**src/rtl/game_flow_ctrl.sv**
```systemverilog
// Game screen sequencer: menus, stage objectives, lives, unlock mask and sprint stamina.
// Optional build macro GAME_CHEAT_EN: all stages unlocked at reset and hazards never cost a life.
module game_flow_ctrl #(
    parameter int STAMINA_MAX = 55,
    parameter int DRAIN       = 2
) (
    input  logic       clk,
    input  logic       rst_n,
    input  logic       tick,
    input  logic       btn_up,
    input  logic       btn_down,
    input  logic       btn_enter,
    input  logic       shift_held,
    input  logic       key_hit,
    input  logic       light_hit,
    input  logic       door_hit,
    input  logic       hazard_hit,
    output logic [3:0] state,
    output logic [1:0] menu_sel,
    output logic [1:0] todo,
    output logic [1:0] key_find,
    output logic [1:0] life,
    output logic [3:0] play_valid,
    output logic [5:0] shift,
    output logic       sprint_ok
);

    typedef enum logic [3:0] {
        ST_TITLE    = 4'd0,
        ST_STAFF    = 4'd1,
        ST_STAGE1   = 4'd2,
        ST_SUCCESS1 = 4'd3,
        ST_STAGE2   = 4'd4,
        ST_SUCCESS2 = 4'd5,
        ST_STAGE3   = 4'd6,
        ST_SUCCESS3 = 4'd7,
        ST_FAIL     = 4'd8,
        ST_HELP     = 4'd9
    } state_t;

    typedef enum logic [1:0] {
        TODO_NONE  = 2'd0,
        TODO_KEY   = 2'd1,
        TODO_LIGHT = 2'd2,
        TODO_DOOR  = 2'd3
    } todo_t;

    localparam logic [5:0] SHIFT_FULL = 6'(STAMINA_MAX);
    localparam logic [5:0] DRAIN_W    = 6'(DRAIN);

`ifdef GAME_CHEAT_EN
    localparam logic [1:0] PLAY_HI_RST = 2'b11;
    localparam logic       HAZARD_EN   = 1'b0;
`else
    localparam logic [1:0] PLAY_HI_RST = 2'b00;
    localparam logic       HAZARD_EN   = 1'b1;
`endif

    state_t     r_state, w_state_nxt;
    state_t     r_last_stage, w_last_nxt;
    todo_t      r_todo, w_todo_nxt;
    logic [1:0] r_menu_sel, w_menu_nxt;
    logic [1:0] r_key_find, w_key_nxt;
    logic [1:0] r_life, w_life_nxt;
    logic [1:0] r_play_hi, w_play_nxt;   // play_valid[3:2]; bits 1:0 are fixed
    logic [5:0] r_shift, w_shift_nxt;

    logic       w_is_stage;
    logic [1:0] w_menu_max;
    logic       w_enter_stage;
    state_t     w_stage_tgt;

    assign w_is_stage = (r_state == ST_STAGE1) || (r_state == ST_STAGE2) ||
                        (r_state == ST_STAGE3);

    always_comb begin
        // NOTE: every always_comb output gets a default first so no path can infer a latch.
        w_menu_max = 2'd0;
        case (r_state)
            ST_TITLE:                           w_menu_max = 2'd3;
            ST_SUCCESS1, ST_SUCCESS2, ST_FAIL:  w_menu_max = 2'd1;
            default:                            w_menu_max = 2'd0;
        endcase
    end

    always_comb begin
        w_state_nxt   = r_state;
        w_last_nxt    = r_last_stage;
        w_todo_nxt    = r_todo;
        w_menu_nxt    = r_menu_sel;
        w_key_nxt     = r_key_find;
        w_life_nxt    = r_life;
        w_play_nxt    = r_play_hi;
        w_shift_nxt   = r_shift;
        w_enter_stage = 1'b0;
        w_stage_tgt   = ST_STAGE1;

        if (!btn_enter) begin
            if (btn_up && !btn_down && (r_menu_sel != 2'd0))
                w_menu_nxt = r_menu_sel - 2'd1;
            else if (btn_down && !btn_up && (r_menu_sel < w_menu_max))
                w_menu_nxt = r_menu_sel + 2'd1;
        end

        if (w_is_stage && tick) begin
            if (shift_held) begin
                if (r_shift != 6'd0)
                    w_shift_nxt = (r_shift > DRAIN_W) ? (r_shift - DRAIN_W) : 6'd0;
            end else if (r_shift < SHIFT_FULL) begin
                w_shift_nxt = r_shift + 6'd1;
            end
        end

        case (r_state)
            ST_TITLE: begin
                if (btn_enter) begin
                    case (r_menu_sel)
                        2'd0: begin
                            w_enter_stage = 1'b1;
                            w_stage_tgt   = ST_STAGE1;
                        end
                        2'd1: begin
                            w_enter_stage = r_play_hi[0];
                            w_stage_tgt   = ST_STAGE2;
                        end
                        2'd2: begin
                            w_enter_stage = r_play_hi[1];
                            w_stage_tgt   = ST_STAGE3;
                        end
                        default: w_state_nxt = ST_HELP;
                    endcase
                end
            end
            ST_STAGE1, ST_STAGE2, ST_STAGE3: begin
                // Only the highest-priority event that applies right now is taken.
                if (door_hit && (r_todo == TODO_DOOR)) begin
                    case (r_state)
                        ST_STAGE1: begin
                            w_state_nxt   = ST_SUCCESS1;
                            w_play_nxt[0] = 1'b1;
                        end
                        ST_STAGE2: begin
                            w_state_nxt   = ST_SUCCESS2;
                            w_play_nxt[1] = 1'b1;
                        end
                        default: w_state_nxt = ST_SUCCESS3;
                    endcase
                end else if (key_hit && (r_todo == TODO_KEY)) begin
                    w_key_nxt = r_key_find + 2'd1;
                    if (r_key_find == 2'd2)
                        w_todo_nxt = TODO_DOOR;
                end else if (light_hit && (r_state == ST_STAGE2) && (r_todo == TODO_LIGHT)) begin
                    w_todo_nxt = TODO_KEY;
                end else if (hazard_hit && HAZARD_EN && (r_state == ST_STAGE3)) begin
                    if (r_life <= 2'd1) begin
                        w_life_nxt  = 2'd0;
                        w_state_nxt = ST_FAIL;
                    end else begin
                        w_life_nxt = r_life - 2'd1;
                    end
                end
            end
            ST_SUCCESS1: begin
                if (btn_enter) begin
                    if (r_menu_sel == 2'd0) begin
                        w_enter_stage = 1'b1;
                        w_stage_tgt   = ST_STAGE2;
                    end else begin
                        w_state_nxt = ST_TITLE;
                    end
                end
            end
            ST_SUCCESS2: begin
                if (btn_enter) begin
                    if (r_menu_sel == 2'd0) begin
                        w_enter_stage = 1'b1;
                        w_stage_tgt   = ST_STAGE3;
                    end else begin
                        w_state_nxt = ST_TITLE;
                    end
                end
            end
            ST_SUCCESS3: begin
                if (btn_enter)
                    w_state_nxt = ST_STAFF;
            end
            ST_FAIL: begin
                if (btn_enter) begin
                    if (r_menu_sel == 2'd0) begin
                        w_enter_stage = 1'b1;
                        w_stage_tgt   = r_last_stage;
                    end else begin
                        w_state_nxt = ST_TITLE;
                    end
                end
            end
            default: begin
                if (btn_enter)
                    w_state_nxt = ST_TITLE;
            end
        endcase

        // Entry initialisation overrides any stamina update on the same edge.
        if (w_enter_stage) begin
            w_state_nxt = w_stage_tgt;
            w_last_nxt  = w_stage_tgt;
            w_key_nxt   = 2'd0;
            w_life_nxt  = 2'd3;
            w_shift_nxt = SHIFT_FULL;
            w_todo_nxt  = (w_stage_tgt == ST_STAGE2) ? TODO_LIGHT : TODO_KEY;
        end

        if (w_state_nxt != r_state)
            w_menu_nxt = 2'd0;
    end

    always_ff @(posedge clk or negedge rst_n) begin
        // NOTE: sequential state uses non-blocking assignments so all registers update together.
        if (!rst_n) begin
            r_state      <= ST_TITLE;
            r_last_stage <= ST_STAGE1;
            r_todo       <= TODO_NONE;
            r_menu_sel   <= 2'd0;
            r_key_find   <= 2'd0;
            r_life       <= 2'd3;
            r_play_hi    <= PLAY_HI_RST;
            r_shift      <= SHIFT_FULL;
        end else begin
            r_state      <= w_state_nxt;
            r_last_stage <= w_last_nxt;
            r_todo       <= w_todo_nxt;
            r_menu_sel   <= w_menu_nxt;
            r_key_find   <= w_key_nxt;
            r_life       <= w_life_nxt;
            r_play_hi    <= w_play_nxt;
            r_shift      <= w_shift_nxt;
        end
    end

    assign state      = r_state;
    assign menu_sel   = r_menu_sel;
    assign todo       = r_todo;
    assign key_find   = r_key_find;
    assign life       = r_life;
    assign play_valid = {r_play_hi, 2'b10};
    assign shift      = r_shift;
    assign sprint_ok  = w_is_stage && shift_held && (r_shift != 6'd0);

endmodule

```
**config.mk**
```make
export PLATFORM = sky130hd
export DESIGN_NAME = game_flow_ctrl
export DESIGN_NICKNAME = d
export VERILOG_FILES = /design/src/rtl/game_flow_ctrl.sv
export SDC_FILE = /design/constraint.sdc
export NUM_CORES = 1
export LEC_CHECK = 0
export BUFFER_PORTS_ARGS = -buffer_cell sky130_fd_sc_hd__buf_2
export CAP_MARGIN = 20
export CORE_MARGIN = 3
export CORE_UTILIZATION = 42
export DETAILED_ROUTE_END_ITERATION = 10
export SLEW_MARGIN = 20
export SYNTH_ARGS = -nofsm -noshare
export SYNTH_HDL_FRONTEND = slang
export SYNTH_SLANG_ARGS = --single-unit
```
**constraint.sdc**
```tcl
create_clock -name clk -period 2.82 [get_ports clk]
set_input_delay 0.141 -clock clk [delete_from_list [all_inputs] [get_ports clk]]
set_output_delay 0.141 -clock clk [all_outputs]
set_load 0.005 [all_outputs]
```
# Word level (Yosys, flattened, before mapping)
# Index checks and enable logic that the tools add are counted.
[totals]
in_bits = 11
regBits = 24
output_inout_bits = 23
elab_cells = 134
[op_classes]
eq_ne = 21
muxes = 57
order_cmp = 4
n_addsub = 6
reduce_logical = 37
[op_table]
columns = ["operator", "n"]
rows = [
  ["$mux W4", 14],
  ["$mux W2", 22],
  ["$mux W6", 6],
  ["$pmux W4 S4", 2],
  ["$eq A4 B3 Y1 const B", 5],
  ["$mux W3", 5],
  ["$logic_and A1 B1 Y1", 12],
  ["$pmux W3 S2", 2],
  ["$reduce_and A3 Y1", 4],
  ["$reduce_bool A2 Y1", 5],
  ["$reduce_bool A3 Y1", 3],
  ["$reduce_or A3 Y1", 3],
  ["$eq A2 B2 Y1 const B", 4],
  ["$eq A4 B2 Y1 const B", 2],
  ["$add A6 B1 Y6 const B", 1],
  ["$gt A6 B2 Y1 const B", 1],
  ["$lt A6 B6 Y1 const B", 1],
  ["$ne A2 B2 Y1 const B", 3],
  ["$reduce_bool A6 Y1", 1],
  ["$sub A6 B2 Y6 const B", 1],
  ["$reduce_and A5 Y1", 1],
  ["$add A2 B1 Y2 const B", 2],
  ["$eq A2 B1 Y1 const B", 2],
  ["$eq A4 B4 Y1 const B", 1],
  ["other kinds (17)", 22],
]

# Longest topological paths before layout
[logic_depth]
word_depth = 11
ltp_mapped = 9
depth_no_buf = 8

# Worst setup path after synthesis
# OpenSTA, ideal clock, no wires.
[synth_path]
kind = "reg2reg"
start = "register r_state[0] (netlist: state[0])"
end = "register r_menu_sel[1] (netlist: menu_sel[1])"
path_buffers = 1
stages_incl_launch_ff = 10
period_less_slack_ns = 2.056
path_slack_ns = 0.764
t_required_ns = 2.715
setup_ns = 0.105
arrival_ns = 1.951
cell_sequence = "dfrtp_1 buf_2 nor3_2 nand2b_1 ha_1 nor3b_1 nand4_1 o211ai_1 mux2i_1 nor4b_1"
[synth_via]
elab_chain_cells = 11
elab_cells_between_ends = 37
classes_between = "order compare: 1; eq/ne: 9; mux: 18; reduce/logical: 9"
[synth_rtl]
columns = ["element", "line_no", "rtl"]
rows = [
  ["from (decl)", "59", "state_t r_state, w_state_nxt;"],
  ["from (signal assigned)", "229", "r_state <= w_state_nxt;"],
  ["$eq A4 B3 Y1, on equally long branches", "n/a", ""],
  ["$logic_and A1 B1 Y1, on equally long branches", "154, 152", ""],
  ["$mux W4 / $logic_and A1 B1 Y1 (equally long branches)", "154, 152", ""],
  ["$mux W4", "152", "end else if (light_hit && (r_state == ST_STAGE2) && (r_todo == TODO_LIGHT)) begin"],
  ["$mux W4", "148", "end else if (key_hit && (r_todo == TODO_KEY)) begin"],
  ["$mux W4", "136", "if (door_hit && (r_todo == TODO_DOOR)) begin"],
  ["$pmux W4 S4", "114", "case (r_state)"],
  ["$mux W4", "204", "if (w_enter_stage) begin"],
  ["$ne A4 B4 Y1", "213", "if (w_state_nxt != r_state)"],
  ["$ne A2 B1 Y1 (no line) / $reduce_bool A3 Y1 (equally long branches)", "n/a", ""],
  ["$reduce_and A2 Y1 (no line)", "n/a", ""],
  ["to (signal assigned)", "232", "r_menu_sel <= w_menu_nxt;"],
  ["to (decl)", "62", "logic [1:0] r_menu_sel, w_menu_nxt;"],
]
# Several ways; a longest one is shown, not always the timed one.
# A chain may end at the register's enable or synchronous reset.

# Worst setup path after layout
[layout_path]
start = "register r_state[0] (netlist: state[0])"
end = "register r_menu_sel[0] (netlist: menu_sel[0])"
# Same word-level chain as after synthesis.

==> impl_metrics.toml <==
[status]
outcome = "finished, final reports clean"

[routing]
drc_errors = 0
vias = 1845
drt-total-wl_mm = 4.89
drt-initial-drc-count = 145
dr.pass1.iters = 4
vias_per_cell = 5.82
postRouteAntennaNets = 0
post_drt_wl_per_cell_um = 15.4

[grt]
grt_pass1_wl_mm = 8.18
grt_max_degree = 25
track_usage_pct = 19.0
antenna_found_initial = 0
gr-total-overflow = 0
grt_pass1_vias = 1657

[critical_path]
endpoint = "menu_sel[0]$_DFFE_PN0P_"
cpMaxStageDelayCell = "dfrtp_1"
worstPathArrival_ps = 2630
crit_family = "simple AND/OR/NAND/NOR gates"
start_kind = "flip-flop"
worst_r2r_endpoint = "menu_sel[0]$_DFFE_PN0P_"
critPathRequiredTime_ps = 2980
crit_path_end_kind = "flip-flop"
max_stage_delay_ps = 590
path_buf_inv = 0
r2r_cells = 8
r2r-start = "state[0]$_DFF_PN0_"
worst-path-stages = 8
startpoint = "state[0]$_DFF_PN0_"
crit_fanout = 17
worstPathCellList = "nor3_2 > nand2b_1 > ha_1 > nor3b_1 > nand4_1 > o211ai_1 > xnor2_1 > nor4b_1"
rrSetupSlack_ps = 350
worst-setup-path-type = "flip-flop to flip-flop"

[cells_and_area]
area_growth_pct = 13.1
antennaDiodeCount = 0
utilization_pct = 50.3
fill_cells = 470
final_layout_size_suffix_gt1_share_pct = 22.3
instances_no_fill = 317
nets = 288

[place]
pre_cts_slack_ps = 365
port-buffer-count = 31
dp_cells = 312
gp_congestion = 0.876
dp_hpwl_mm = 3.67

[sta]
layout_min_cycle_time_ps = 2470
final.setup.tns_ps = 0
skew_ps = 9.19
fmax_mhz = 405
finalSetupViolations = 0
relSlewSlack_pct = 43.5
tightest_slew_ps = 847
rsz0062_at_grt = "no"
hold_ws_ps = 277
period_share_pct = 87.5
final.setup.worst_slack_ps = 354
drv_slew = 0
finalHoldViolations = 0

[power]
p_sw_uw = 817
comb_power_share_pct = 51.2
peakVddDrop_uv = 331
power.share.sequential_pct = 33.1
leakage_uw = 0.000997
power.density_nw_per_um2 = 851
clockPowerShare_pct = 15.8
p_sw_share_pct = 42.9
internal_power_uw = 1090

[yosys]
synth_commonest_cells = "25 x nand2_1, 20 x nor2_1, 16 x dfrtp_1"
ys_types = 62
syn_inst = 238
synth-edff-count = 0
ys.flop_type = "dfrtp_1"
yosysMostFrequentCell = "nand2_1"
yosysWarnings = 0
ys_seq_area_share_pct = 30.9
synthArstFlopShare_pct = 100
syn-num-nets = 260
avgSynthCellArea_um2 = 8.31
synth_top_area_share_pct = 20.2
synth.area.top_cells = "dfrtp_1 20%, dfstp_2 11%, ha_1 7.0%"
synth_area_um2 = 1980
synth_top_area_cell = "dfrtp_1"
ys_ff_latch = 24

[clock_network]
cts_root_buf = "clkbuf_8"
cts.repair.resized = 0
cts.path.max_buffers = 2
numCtsBuffers = 3
cts.clk_slew.worst_paths_ps = 90
tritoncts = "yes"
clkLatencyLatePin_ps = 270
cts_num_sinks = 24
cts_max_level = 1

[die]
rows = 24
coreArea_um2 = 4440
die_w_um = 74.6
initial_core_util_pct = 44.5
ios = 34
fp.dieH_um = 74.6
die_area_um2 = 5570

[min_path]
min_path_type = "input port to flip-flop"

[flow_run]
drv_cap = 0
state kept, by name, summed over array words and instances, names as in the netlist:
name	flops
key_find	2
life	2
menu_sel	2
r_last_stage	4
r_play_hi	2
shift	6
state	4
todo	2
how the worst min path moves through the flow:
stage,cells past startpoint,slack [ps],end,from
floorplan,0,-150,key_find[0]$_DFFE_PN0P_,rst_n
global placement,1,160,key_find[1]$_DFFE_PN0P_,rst_n
detailed placement,1,160,shift[3]$_DFFE_PN0P_,rst_n
CTS,3,270,r_play_hi[1]$_DFFE_PN0P_,door_hit
global route,3,270,r_play_hi[1]$_DFFE_PN0P_,door_hit
finish,3,280,r_play_hi[1]$_DFFE_PN0P_,door_hit
per-layer routing:
layer	GRT usage (%)	part of all wire (%)	vias up
met5	0	0	-
li1	-	-	918
met2	29.8	47	54
met4	6.92	1.8	0
met1	27.3	47	864
met3	2.00	4.4	9
power groups by stage:
stage               Sequential (uW)  Clock, uW  Combinational [uW]
finish                          630        300                 974
global route                    652        327                1100
CTS                             627        313                 979
detailed placement              631          0                 973
global placement                632          0                 966
floorplan                       569          0                 738
tightest hold or removal path, stage by stage:
cell	delay [ps]
buf_2	100
nand3_1	180
o41ai_1	90
cell type report:
class | instances | area [um^2] | area share [%]
multi-input cells | 185 | 1220 | 54.7
flip-flops and latches | 24 | 611 | 27.3
repair buffers | 39 | 218 | 9.73
well taps | 52 | 65.1 | 2.91
inverters | 13 | 48.8 | 2.18
clock buffers | 3 | 41.3 | 1.85
clock inverters | 1 | 30.0 | 1.34
what timing repair did:
item / 4_1_cts / 5_1_grt
endpoints found under the hold margin: 16 / 0
endpoints found under the setup margin: 0 / 0
buffers inserted: 0 / 0
hold buffers: 1 / 0
cells by family (layout without fill, tap and decap cells):
group	Yosys count	after routing	share of synthesized area, %
compound gates	75	75	27.0
xor+xnor	4	4	1.77
fa+ha+maj	12	12	7.46
buf+inv	29	56	7.27
flops	24	24	30.9
mux	1	1	0.506
other cells	2	2	0.380
simple gates	91	91	24.7
through the flow:
stage          total power (uW)  instance area [um^2]
5_1_grt                    2080                  2240
3_5_place_dp               1600                  2160
6_report                   1900                  2240
2_1_floorplan              1310                  1980
3_3_place_gp               1600                  2160
4_1_cts                    1920                  2240
cell usage in the layout (no fill, tap or decap), types with 3 or more instances in the layout:
master,count
ha_1,11
buf_2,31
o21a_1,7
o211ai_1,4
o21ai_0,14
and2_1,3
a221o_1,3
a21oi_1,15
inv_1,13
a31oi_1,4
dfstp_2,8
clkbuf_8,3
nand2b_1,6
nand4_1,3
nand3_1,6
dfrtp_1,16
xnor2_1,4
nand2_1,25
a21o_1,4
buf_4,7
nor2b_1,4
nor2_1,20
Note: power is estimated with default switching activity, not from simulation.
